[src/rtl/neuron_mac_seq.sv]
// Weight-ROM sequencer and signed 8.8 multiply-accumulate neuron with saturating output.
// Optional ReLU activation when NEURON_MAC_RELU_EN is defined.
module neuron_mac_seq #(
    parameter int DATA_W    = 16,
    parameter int ADDR_W    = 16,
    parameter int N_INPUTS  = 10,
    parameter int BASE_ADDR = 1,
    parameter int ACC_W     = 40,
    parameter int FRAC_BITS = 8
) (
    input  logic              clk,
    input  logic              rst_n,
    input  logic              start,
    output logic              busy,
    output logic [ADDR_W-1:0] rom_addr,
    input  logic [DATA_W-1:0] rom_dout,
    input  logic              x_valid,
    output logic              x_ready,
    input  logic [DATA_W-1:0] x_data,
    output logic              y_valid,
    input  logic              y_ready,
    output logic [DATA_W-1:0] y_data,
    output logic              done
);

    localparam int IDX_W = (N_INPUTS > 1) ? $clog2(N_INPUTS) : 1;

    localparam logic [2:0] S_IDLE = 3'd0;
    localparam logic [2:0] S_REQ  = 3'd1;
    localparam logic [2:0] S_MAC  = 3'd2;
    localparam logic [2:0] S_ACT  = 3'd3;
    localparam logic [2:0] S_OUT  = 3'd4;

    localparam logic signed [ACC_W-1:0] SAT_MAX = {{(ACC_W-DATA_W+1){1'b0}}, {(DATA_W-1){1'b1}}};
    localparam logic signed [ACC_W-1:0] SAT_MIN = {{(ACC_W-DATA_W+1){1'b1}}, {(DATA_W-1){1'b0}}};

    logic [2:0]               state_q, state_d;
    logic [IDX_W-1:0]         idx_q, idx_d;
    logic signed [ACC_W-1:0]  acc_q, acc_d;
    logic [DATA_W-1:0]        x_q, x_d;
    logic [DATA_W-1:0]        y_data_q, y_data_d;
    logic                     y_valid_q, y_valid_d;
    logic                     done_q, done_d;

    logic signed [2*DATA_W-1:0] prod;
    logic signed [ACC_W-1:0]    shifted;
    logic signed [DATA_W-1:0]   sat;
    logic [DATA_W-1:0]          act_result;

    assign prod    = $signed(x_q) * $signed(rom_dout);
    assign shifted = acc_q >>> FRAC_BITS;

    always_comb begin
        sat = shifted[DATA_W-1:0];
        if (shifted > SAT_MAX) begin
            sat = SAT_MAX[DATA_W-1:0];
        end else if (shifted < SAT_MIN) begin
            sat = SAT_MIN[DATA_W-1:0];
        end
    end

`ifdef NEURON_MAC_RELU_EN
    assign act_result = sat[DATA_W-1] ? '0 : sat;
`else
    assign act_result = sat;
`endif

    // Address follows idx directly so it is already stable when REQ is entered.
    assign rom_addr = ADDR_W'(BASE_ADDR) + ADDR_W'(idx_q);
    assign busy     = (state_q != S_IDLE);
    assign x_ready  = (state_q == S_REQ);
    assign y_valid  = y_valid_q;
    assign y_data   = y_data_q;
    assign done     = done_q;

    always_comb begin
        state_d   = state_q;
        idx_d     = idx_q;
        acc_d     = acc_q;
        x_d       = x_q;
        y_data_d  = y_data_q;
        y_valid_d = y_valid_q;
        done_d    = 1'b0;
        case (state_q)
            S_IDLE: begin
                if (start) begin
                    acc_d   = '0;
                    idx_d   = '0;
                    state_d = S_REQ;
                end
            end
            S_REQ: begin
                if (x_valid) begin
                    x_d     = x_data;
                    state_d = S_MAC;
                end
            end
            S_MAC: begin
                acc_d = acc_q + {{(ACC_W-2*DATA_W){prod[2*DATA_W-1]}}, prod};
                if (idx_q == IDX_W'(N_INPUTS-1)) begin
                    state_d = S_ACT;
                end else begin
                    idx_d   = idx_q + IDX_W'(1);
                    state_d = S_REQ;
                end
            end
            S_ACT: begin
                y_data_d  = act_result;
                y_valid_d = 1'b1;
                state_d   = S_OUT;
            end
            S_OUT: begin
                if (y_ready) begin
                    y_valid_d = 1'b0;
                    done_d    = 1'b1;
                    idx_d     = '0;
                    state_d   = S_IDLE;
                end
            end
            default: state_d = S_IDLE;
        endcase
    end

    always_ff @(posedge clk or negedge rst_n) begin
        if (!rst_n) begin
            state_q   <= S_IDLE;
            idx_q     <= '0;
            acc_q     <= '0;
            x_q       <= '0;
            y_data_q  <= '0;
            y_valid_q <= 1'b0;
            done_q    <= 1'b0;
        end else begin
            state_q   <= state_d;
            idx_q     <= idx_d;
            acc_q     <= acc_d;
            x_q       <= x_d;
            y_data_q  <= y_data_d;
            y_valid_q <= y_valid_d;
            done_q    <= done_d;
        end
    end

endmodule

[config.mk]
export PLATFORM = sky130hd
export DESIGN_NAME = neuron_mac_seq
export DESIGN_NICKNAME = d
export VERILOG_FILES = /design/src/rtl/neuron_mac_seq.sv
export SDC_FILE = /design/constraint.sdc
export NUM_CORES = 1
export LEC_CHECK = 0
export ABC_AREA = 1
export CORE_MARGIN = 8
export CORE_UTILIZATION = 50
export DETAILED_ROUTE_END_ITERATION = 8
export PLACE_DENSITY = 0.68
export SYNTH_ARGS = -nofsm -noshare
export SYNTH_HDL_FRONTEND = slang
export SYNTH_SLANG_ARGS = --single-unit
[constraint.sdc]
create_clock -name clk -period 13.36 [get_ports clk]
set_input_delay 1.336 -clock clk [delete_from_list [all_inputs] [get_ports clk]]
set_output_delay 1.336 -clock clk [all_outputs]
set_load 0.1 [all_outputs]
==> impl_metrics.tcl, run 1 <==
set metrics [dict create \
    status "finished, final reports clean" \
    utilization_pct 54.3 \
    r2r-start "x_q[15]" \
    crit_path_max_fanout 16 \
    ys_ff_latch 81 \
    timing.fmax_mhz 106 \
    clk_path_buf_depth 2 \
    postCtsSetupRepairBufs 0 \
    final_common_cell "nand2_1" \
    reg2reg_depth 30 \
    cts_resized 0 \
    hold_path_startpoint "y_data[5]" \
    synthDominantCellAreaShare_pct 31.8 \
    grt-ovfl-total 0 \
    dr.first_iter.drc_count 923 \
    post_drt_wl_per_cell_um 16.5 \
    die_y_um 198 \
    start_util_pct 50.9 \
    ys_seq_area_share_pct 12.2 \
    setup_violations 0 \
    fin_setup_tns_ps 0 \
    grt_pass1_vias 14600 \
    rows 66 \
    hold_path.class "flip-flop to flip-flop" \
    gp_congestion 0.968 \
    cts-htree-levels 3 \
    final_cell_mix "568 x nand2_1, 560 x inv_1, 263 x fa_1" \
    ys_warn_count 0 \
    fin_crit_sh_pct 70.6 \
    ios 73 \
    final_max_slew_viol_count 0 \
    drive_gt1_share_pct 3.31 \
    antenna_found_initial 0 \
    fin_skew_ps 12.1 \
    cts.clk_slew.worst_paths_ps 70 \
    firstDrtPassIters 7 \
    r2r_slack_ps 5120 \
    ys.flop_type "dfrtp_1" \
    fin_nets 2658 \
    crit_path_frequent_cell "nand2_1" \
    syn_area_um2 16600 \
    vias_per_cell 5.15 \
    maxCapViolations 0 \
    grt_use_total_pct 24.1 \
    hold_depth 2 \
    reg2reg_to "acc_q[35]" \
    cts_tree "built" \
    yosysUniqueCellTypes 51 \
    critPathSlowestCell "clkdlybuf4s50_1" \
    cts_root_buf "clkbuf_16" \
    grt_pass1_wl_um 75700 \
    max_slew_margin_pct 34.4 \
    worst_ep_arrival_time_ps 9680 \
    hold_violations 0 \
    synth_edf_count 0 \
    crit_path_start_kind "primary input" \
    cp.required_ps 13600 \
    core_area_um2 32500 \
    drc_errors 0 \
    layout_min_cycle_time_ps 9440 \
    worstMarginPinSlew_ps 980 \
    vias 13800 \
    worst_setup_path_end_kind "flip-flop" \
    numCtsBuffers 9 \
    cpPeakStageDelay_ps 970 \
    rsz0062_at_grt "no" \
    dp_cells 2664 \
    ant_nets 0 \
    grt_max_degree 59 \
    hold_path_end "y_data[5]" \
    dp.final_hpwl_um 37200 \
    fin_cells 2680 \
    async_flop_share_pct 100 \
    synth_area_leaders "fa_1 32%, nand2_1 13%, inv_1 13%" \
    die_area_um2 39200 \
    cts.sinks 81 \
    routed_wl_um 44300 \
    antenna_cells 0 \
    postSynthCellCount 2236 \
    io_buffers 61 \
    clk_latency_ps 370 \
    cts_hold_buf 0 \
    place_worst_setup_slack_ps 3660 \
    synth.avg_cell_area_um2 7.40 \
    fin_ws_ps 3920 \
    die_w_um 198 \
    fill_cells 3236 \
    synth_top_area_cell "fa_1" \
    syn_to_final_growth_pct 6.67 \
    worstSetupPathType "primary input to flip-flop" \
]
[logic make-up (layout without fill, tap and decap cells)]
family | Yosys count | count (layout) | share of synthesized area, %
buf+inv | 652 | 644 | 15.2
flops | 81 | 81 | 12.2
simple gates | 831 | 831 | 20.2
compound gates | 234 | 234 | 8.23
fa+ha+maj | 388 | 388 | 41.2
mux | 16 | 16 | 1.09
other cells | 1 | 11 | 0.0226
xor+xnor | 33 | 33 | 1.75
[cells in the mapped netlist (6+ instances only)]
master	number
a21o_1	9
a21oi_1	79
a31oi_1	10
buf_2	6
buf_4	11
clkbuf_1	68
dfrtp_1	81
fa_1	263
ha_1	125
inv_1	560
mux2_2	16
nand2_1	568
nand3_1	58
nand4_1	15
nor2_1	151
nor3_1	13
nor4_1	8
o21ai_0	77
o21ai_1	11
o21ai_2	6
o21bai_1	13
xnor2_1	11
xor2_1	22
[flip-flops by register name, indices dropped and copies added (netlist names)]
signal and flops:
x_q 16, acc_q 40, done 1, y_data 16, y_valid 1, state_q 3
idx_q 4
[critical path, delay by kind of cell]
| family | cells | cell delay (ps) |
|---|---|---|
| AOI/OAI and AO/OA | 2 | 220 |
| and+or+nand+nor | 16 | 2460 |
| buffers and inverters | 5 | 1300 |
| adders and majority gates | 8 | 4350 |
[worst max path at each step]
stage / endpoint / startpoint
2_1_floorplan: acc_q[36] / rom_dout[5]
3_3_place_gp: acc_q[35] / rom_dout[1]
3_5_place_dp: acc_q[35] / rom_dout[1]
4_1_cts: acc_q[35] / rom_dout[1]
5_1_grt: acc_q[35] / rom_dout[1]
6_report: acc_q[35] / rom_dout[1]
[per-stage QoR]
step                      area, um2  hold slack, ps
final                         17700             488
after global routing          17700             502
after CTS                     17700             487
after detailed placement      17400             472
after global placement        17400             464
after floorplan               16600             439
[layer usage]
layer	global-route usage, %	wire length (um)
met5	0	0
met4	8.55	1460
met3	3.38	2430
met2	40.0	21100
met1	32.0	19200
[area by class of cell]
class | instances | area [um2] | share of cell area, %
timing repair buffer | 65 | 638 | 3.61
clock buffer | 10 | 229 | 1.30
tap | 442 | 553 | 3.13
sequential | 81 | 2030 | 11.5
multi-input combinational | 1513 | 12100 | 68.2
clock inverter | 6 | 47.5 | 0.269
inverter | 563 | 2110 | 12.0
Power of run 1 is not shown: default switching activity piles up to over one toggle a cycle in this logic, so the estimate is an artifact.
==> inputs of run 2 (changes only) <==
Settings changed: PLACE_DENSITY 0.68 to 0.7.
Clock period 13.36 ns to 8.64 ns, I/O delays scaled along.
==> run 2 against run 1 <==
Against the previous run:
- via count is 1.5% higher
- worst setup slack worse by 3600 ps
- wire length is 0.46% lower
- non-clock buffer count is 44 higher
- cell count is 1.6% higher
- global-route usage is 0.21 points lower
- sequential share of layout area is 0.22 points lower
- first-iteration DRC count is 6.7% lower
- critical path type unchanged
- clock-buffer cell count is 1 lower
- clock skew is 0.77 ps lower
- core utilization is 1.1 points higher
- register-to-register slack worse by 4400 ps
==> impl_metrics.tcl, run 2 (synthesis gave the netlist of run 1 again) <==
set metrics [dict create \
    status "finished, final reports clean" \
    finalInstanceArea_um2 18000 \
    reg2reg_depth 31 \
    hold_violations 0 \
    timing.fmax_mhz 120 \
    maxCapViolations 0 \
    antenna_cells 0 \
    dr.first_iter.drc_count 861 \
    grt_use_total_pct 23.9 \
    reg2reg_to "acc_q[37]" \
    grt_pass1_vias 14800 \
    cts-htree-levels 3 \
    final_max_slew_viol_count 0 \
    crit_path_max_fanout 8 \
    cts.clk_slew.worst_paths_ps 70 \
    ant_nets 0 \
    cp.required_ps 8900 \
    drive_gt1_share_pct 5.26 \
    fin_crit_sh_pct 96.2 \
    start_util_pct 50.9 \
    cts_root_buf "clkbuf_16" \
    cts_hold_buf 0 \
    crit_path_frequent_cell "nand2_1" \
    io_buffers 61 \
    routed_wl_um 44100 \
    postPlaceCellArea_um2 17700 \
    vias 14000 \
    worst_setup_path_end_kind "flip-flop" \
    critPathTopFamily "adder cells" \
    final_common_cell "nand2_1" \
    path_depth 32 \
    postCtsSetupRepairBufs 0 \
    core_area_um2 32500 \
    grt-ovfl-total 0 \
    rows 66 \
    cp-startpoint "rom_dout[4]" \
    die_y_um 198 \
    fin_skew_ps 11.3 \
    die_area_um2 39200 \
    path_buf_inv 7 \
    r2r-start "x_q[7]" \
    worstMarginPinSlew_ps 973 \
    utilization_pct 55.3 \
    die_w_um 198 \
    r2r_slack_ps 680 \
    fin_nets 2702 \
    worst_ep_arrival_time_ps 8560 \
    clk_latency_ps 370 \
    crit_path_start_kind "primary input" \
    largest_register "acc_q" \
    fin_setup_tns_ps 0 \
    firstDrtPassIters 6 \
    rsz0062_at_grt "no" \
    clk_path_buf_depth 2 \
    numCtsBuffers 9 \
    hold_path.class "primary input to asynchronous set/reset pin" \
    antenna_found_initial 1 \
    cts.sinks 81 \
    post_drt_wl_per_cell_um 16.2 \
    syn_to_final_growth_pct 8.75 \
    vias_per_cell 5.14 \
    max_slew_margin_pct 34.9 \
    grt_max_degree 49 \
    cpPeakStageDelay_ps 810 \
    worstSetupPathType "primary input to flip-flop" \
    cts_resized 0 \
    drc_errors 0 \
    grt_pass1_wl_um 75100 \
    dp.final_hpwl_um 37500 \
    final_cell_mix "567 x nand2_1, 560 x inv_1, 263 x fa_1" \
    largest_reg_flops 40 \
    layout_min_cycle_time_ps 8310 \
    ios 73 \
    gp_congestion 0.959 \
    cts_tree "built" \
    critPathSlowestCell "fa_1" \
    crit_end "acc_q[37]" \
    setup_violations 0 \
]
[run 2: changes by cell type in the layout (fill, tap and decap cells not counted), sizes merged]
| cell | delta |
|---|---|
| clkdlybuf4s50 | -3 |
| dlymetal6s2s | +3 |
| buf | +44 |
| clkbuf | -1 |
| clkinvlp | +1 |
[run 2: layout make-up]
type | instances | area (um2)
clock inverters | 7 | 58.8
fillers | 3142 | 14500
flip-flops and latches | 81 | 2030
multi-input cells | 1513 | 12100
clock buffers | 9 | 225
inverters | 563 | 2110
well taps | 442 | 553
repair buffers | 109 | 976
[run 2: metal layers]
metal | track usage, % | vias to the layer above | part of all wire (%)
met4 | 6.25 | 2 | 2.4
met1 | 31.3 | 6861 | 44
met2 | 41.5 | 362 | 50
met5 | 0 | - | 0.029
li1 | - | 6695 | -
met3 | 2.97 | 76 | 4.3
[run 2: worst min path at each step]
stage                     startpoint         to  slack (ps)
after floorplan           state_q[0]       done         440
after global placement    state_q[1]       done         470
after detailed placement  state_q[0]       done         470
after CTS                      rst_n  acc_q[23]         450
after global routing           rst_n  acc_q[37]         480
final                          rst_n  acc_q[37]         440
[run 2: stage by stage]
step / setup WS, ps / hold WS, ps / std cells
2_1_floorplan: 1270 / 439 / 2246
3_3_place_gp: -118 / 468 / 2708
3_5_place_dp: -47.5 / 472 / 2708
4_1_cts: 275 / 453 / 2724
5_1_grt: 6.62 / 475 / 2724
6_report: 332 / 436 / 2724
Power of run 2 is left out for the same reason.
==> inputs of run 3 (changes only) <==
Settings changed: CORE_UTILIZATION 50 to 40, PLACE_DENSITY 0.7 to default.
Clock period 8.64 ns to 7.1 ns, I/O delays scaled along.
==> run 3 against run 2 <==
Against the previous run:
- non-clock buffer count up 310
- cell area up 27%
- clock skew about the same
- critical path type unchanged
==> impl_metrics.tcl, run 3 (synthesis gave the netlist of run 1 again) <==
set metrics [dict create \
    status "finished, final reports clean" \
    crit_path_max_fanout 6 \
    grt-ovfl-total 0 \
    final_max_slew_viol_count 0 \
    fill_cells 3768 \
    cts.sinks 81 \
    critPathSlowestCell "fa_1" \
    seq_area_um2 2040 \
    worstSetupPathType "primary input to flip-flop" \
    die_area_um2 48200 \
    final_common_cell "inv_1" \
    fin_nets 3012 \
    dp.final_hpwl_um 41500 \
    ant_nets 0 \
    grt_pass1_wl_um 84000 \
    syn_to_final_growth_pct 37.6 \
    io_buffers 61 \
    clk_path_buf_depth 2 \
    fin_skew_ps 10.9 \
    start_util_pct 40.5 \
    largest_register "acc_q" \
    maxCapViolations 0 \
    vias 15500 \
    rsz0062_at_grt "yes" \
    worstMarginPinSlew_ps 984 \
    routed_wl_um 51700 \
    multi_input_area_um2 14000 \
    cts-htree-levels 3 \
    firstDrtPassIters 5 \
    antenna_cells 0 \
    antenna_found_initial 0 \
    rows 74 \
    reg2reg_depth 35 \
    crit_path_frequent_cell "fa_1" \
    gp_congestion 0.941 \
    worst_setup_path_end_kind "flip-flop" \
    worst_ep_arrival_time_ps 7190 \
    drc_errors 0 \
    r2r_slack_ps 200 \
    cpPeakStageDelay_ps 600 \
    cts.clk_slew.worst_paths_ps 80 \
    clk_latency_ps 380 \
    numCtsBuffers 9 \
    fin_crit_sh_pct 97.5 \
    hold_violations 0 \
    layout_min_cycle_time_ps 6920 \
    crit_path_start_kind "primary input" \
    hold_path.class "primary input to asynchronous set/reset pin" \
    setup_violations 0 \
    cts_tree "built" \
    vias_per_cell 4.95 \
    die_w_um 219 \
    largest_reg_flops 40 \
    max_slew_margin_pct 34.2 \
    timing.fmax_mhz 145 \
    final_cell_mix "496 x inv_1, 477 x nand2_1, 302 x buf_4" \
    die_y_um 219 \
    dr.first_iter.drc_count 862 \
    grt_pass1_vias 16400 \
    grt_use_total_pct 21.9 \
    cp.required_ps 7370 \
    holdWs_ps 307 \
    drive_gt1_share_pct 31.6 \
    cts_root_buf "clkbuf_16" \
    utilization_pct 55.8 \
    ios 73 \
    core_area_um2 40800 \
    grt_max_degree 45 \
    post_drt_wl_per_cell_um 16.6 \
]
## run 3: area by class of cell
type	count	area share [%]
Multi-Input combinational cell	1513	61.4
Clock buffer	10	1.05
Timing Repair Buffer	419	16.1
Tap cell	532	2.92
Inverter	563	9.31
Sequential cell	81	8.96
Clock inverter	6	0.236
## run 3: final timing paths
path / start / endpoint
hold / removal: rst_n / acc_q[37]
setup / recovery: rom_dout[13] / acc_q[36]
max in group asynchronous: rst_n / x_q[10]
min in group clk: y_data[15] / y_data[15]
hold reg to reg: y_data[15] / y_data[15]
setup reg to reg: x_q[15] / acc_q[29]
## run 3: through the flow
stage	setup WS, ps	TNS (ps)	std cells	cell area [um2]
after floorplan	9.58	0	2246	16600
after global placement	-998	-22340	3031	19700
after detailed placement	-1030	-22670	3031	19700
after CTS	10.9	0	3094	21400
after global routing	-128	-849	3124	22800
final	180	0	3124	22800
## run 3: worst max-delay path, delay by kind of cell
kind                       cells  cell delay (ps)
adders and majority gates      8             3660
and+or+nand+nor               12             1350
AOI/OAI and AO/OA              3              460
buffers and inverters          9             1000
## run 3: per-layer routing
metal / share of wire [%] / track usage (%) / wire, um / vias to the layer above
li1: - / - / - / 7332
met1: 43 / 28.2 / 22000 / 7652
met2: 49 / 37.7 / 25500 / 375
met3: 4.6 / 3.17 / 2370 / 100
met4: 3.6 / 7.07 / 1880 / 0
met5: 0 / 0 / 0 / -
## run 3: what timing repair did
action / in CTS / in global routing
gates resized for setup: 278 / 329
pin swaps: 157 / 188
hold buffers: 0 / 0
setup endpoints to repair: 27 / 29
cloned: 4 / 0
setup buffers: 45 / 33
Power of run 3 is left out for the same reason.
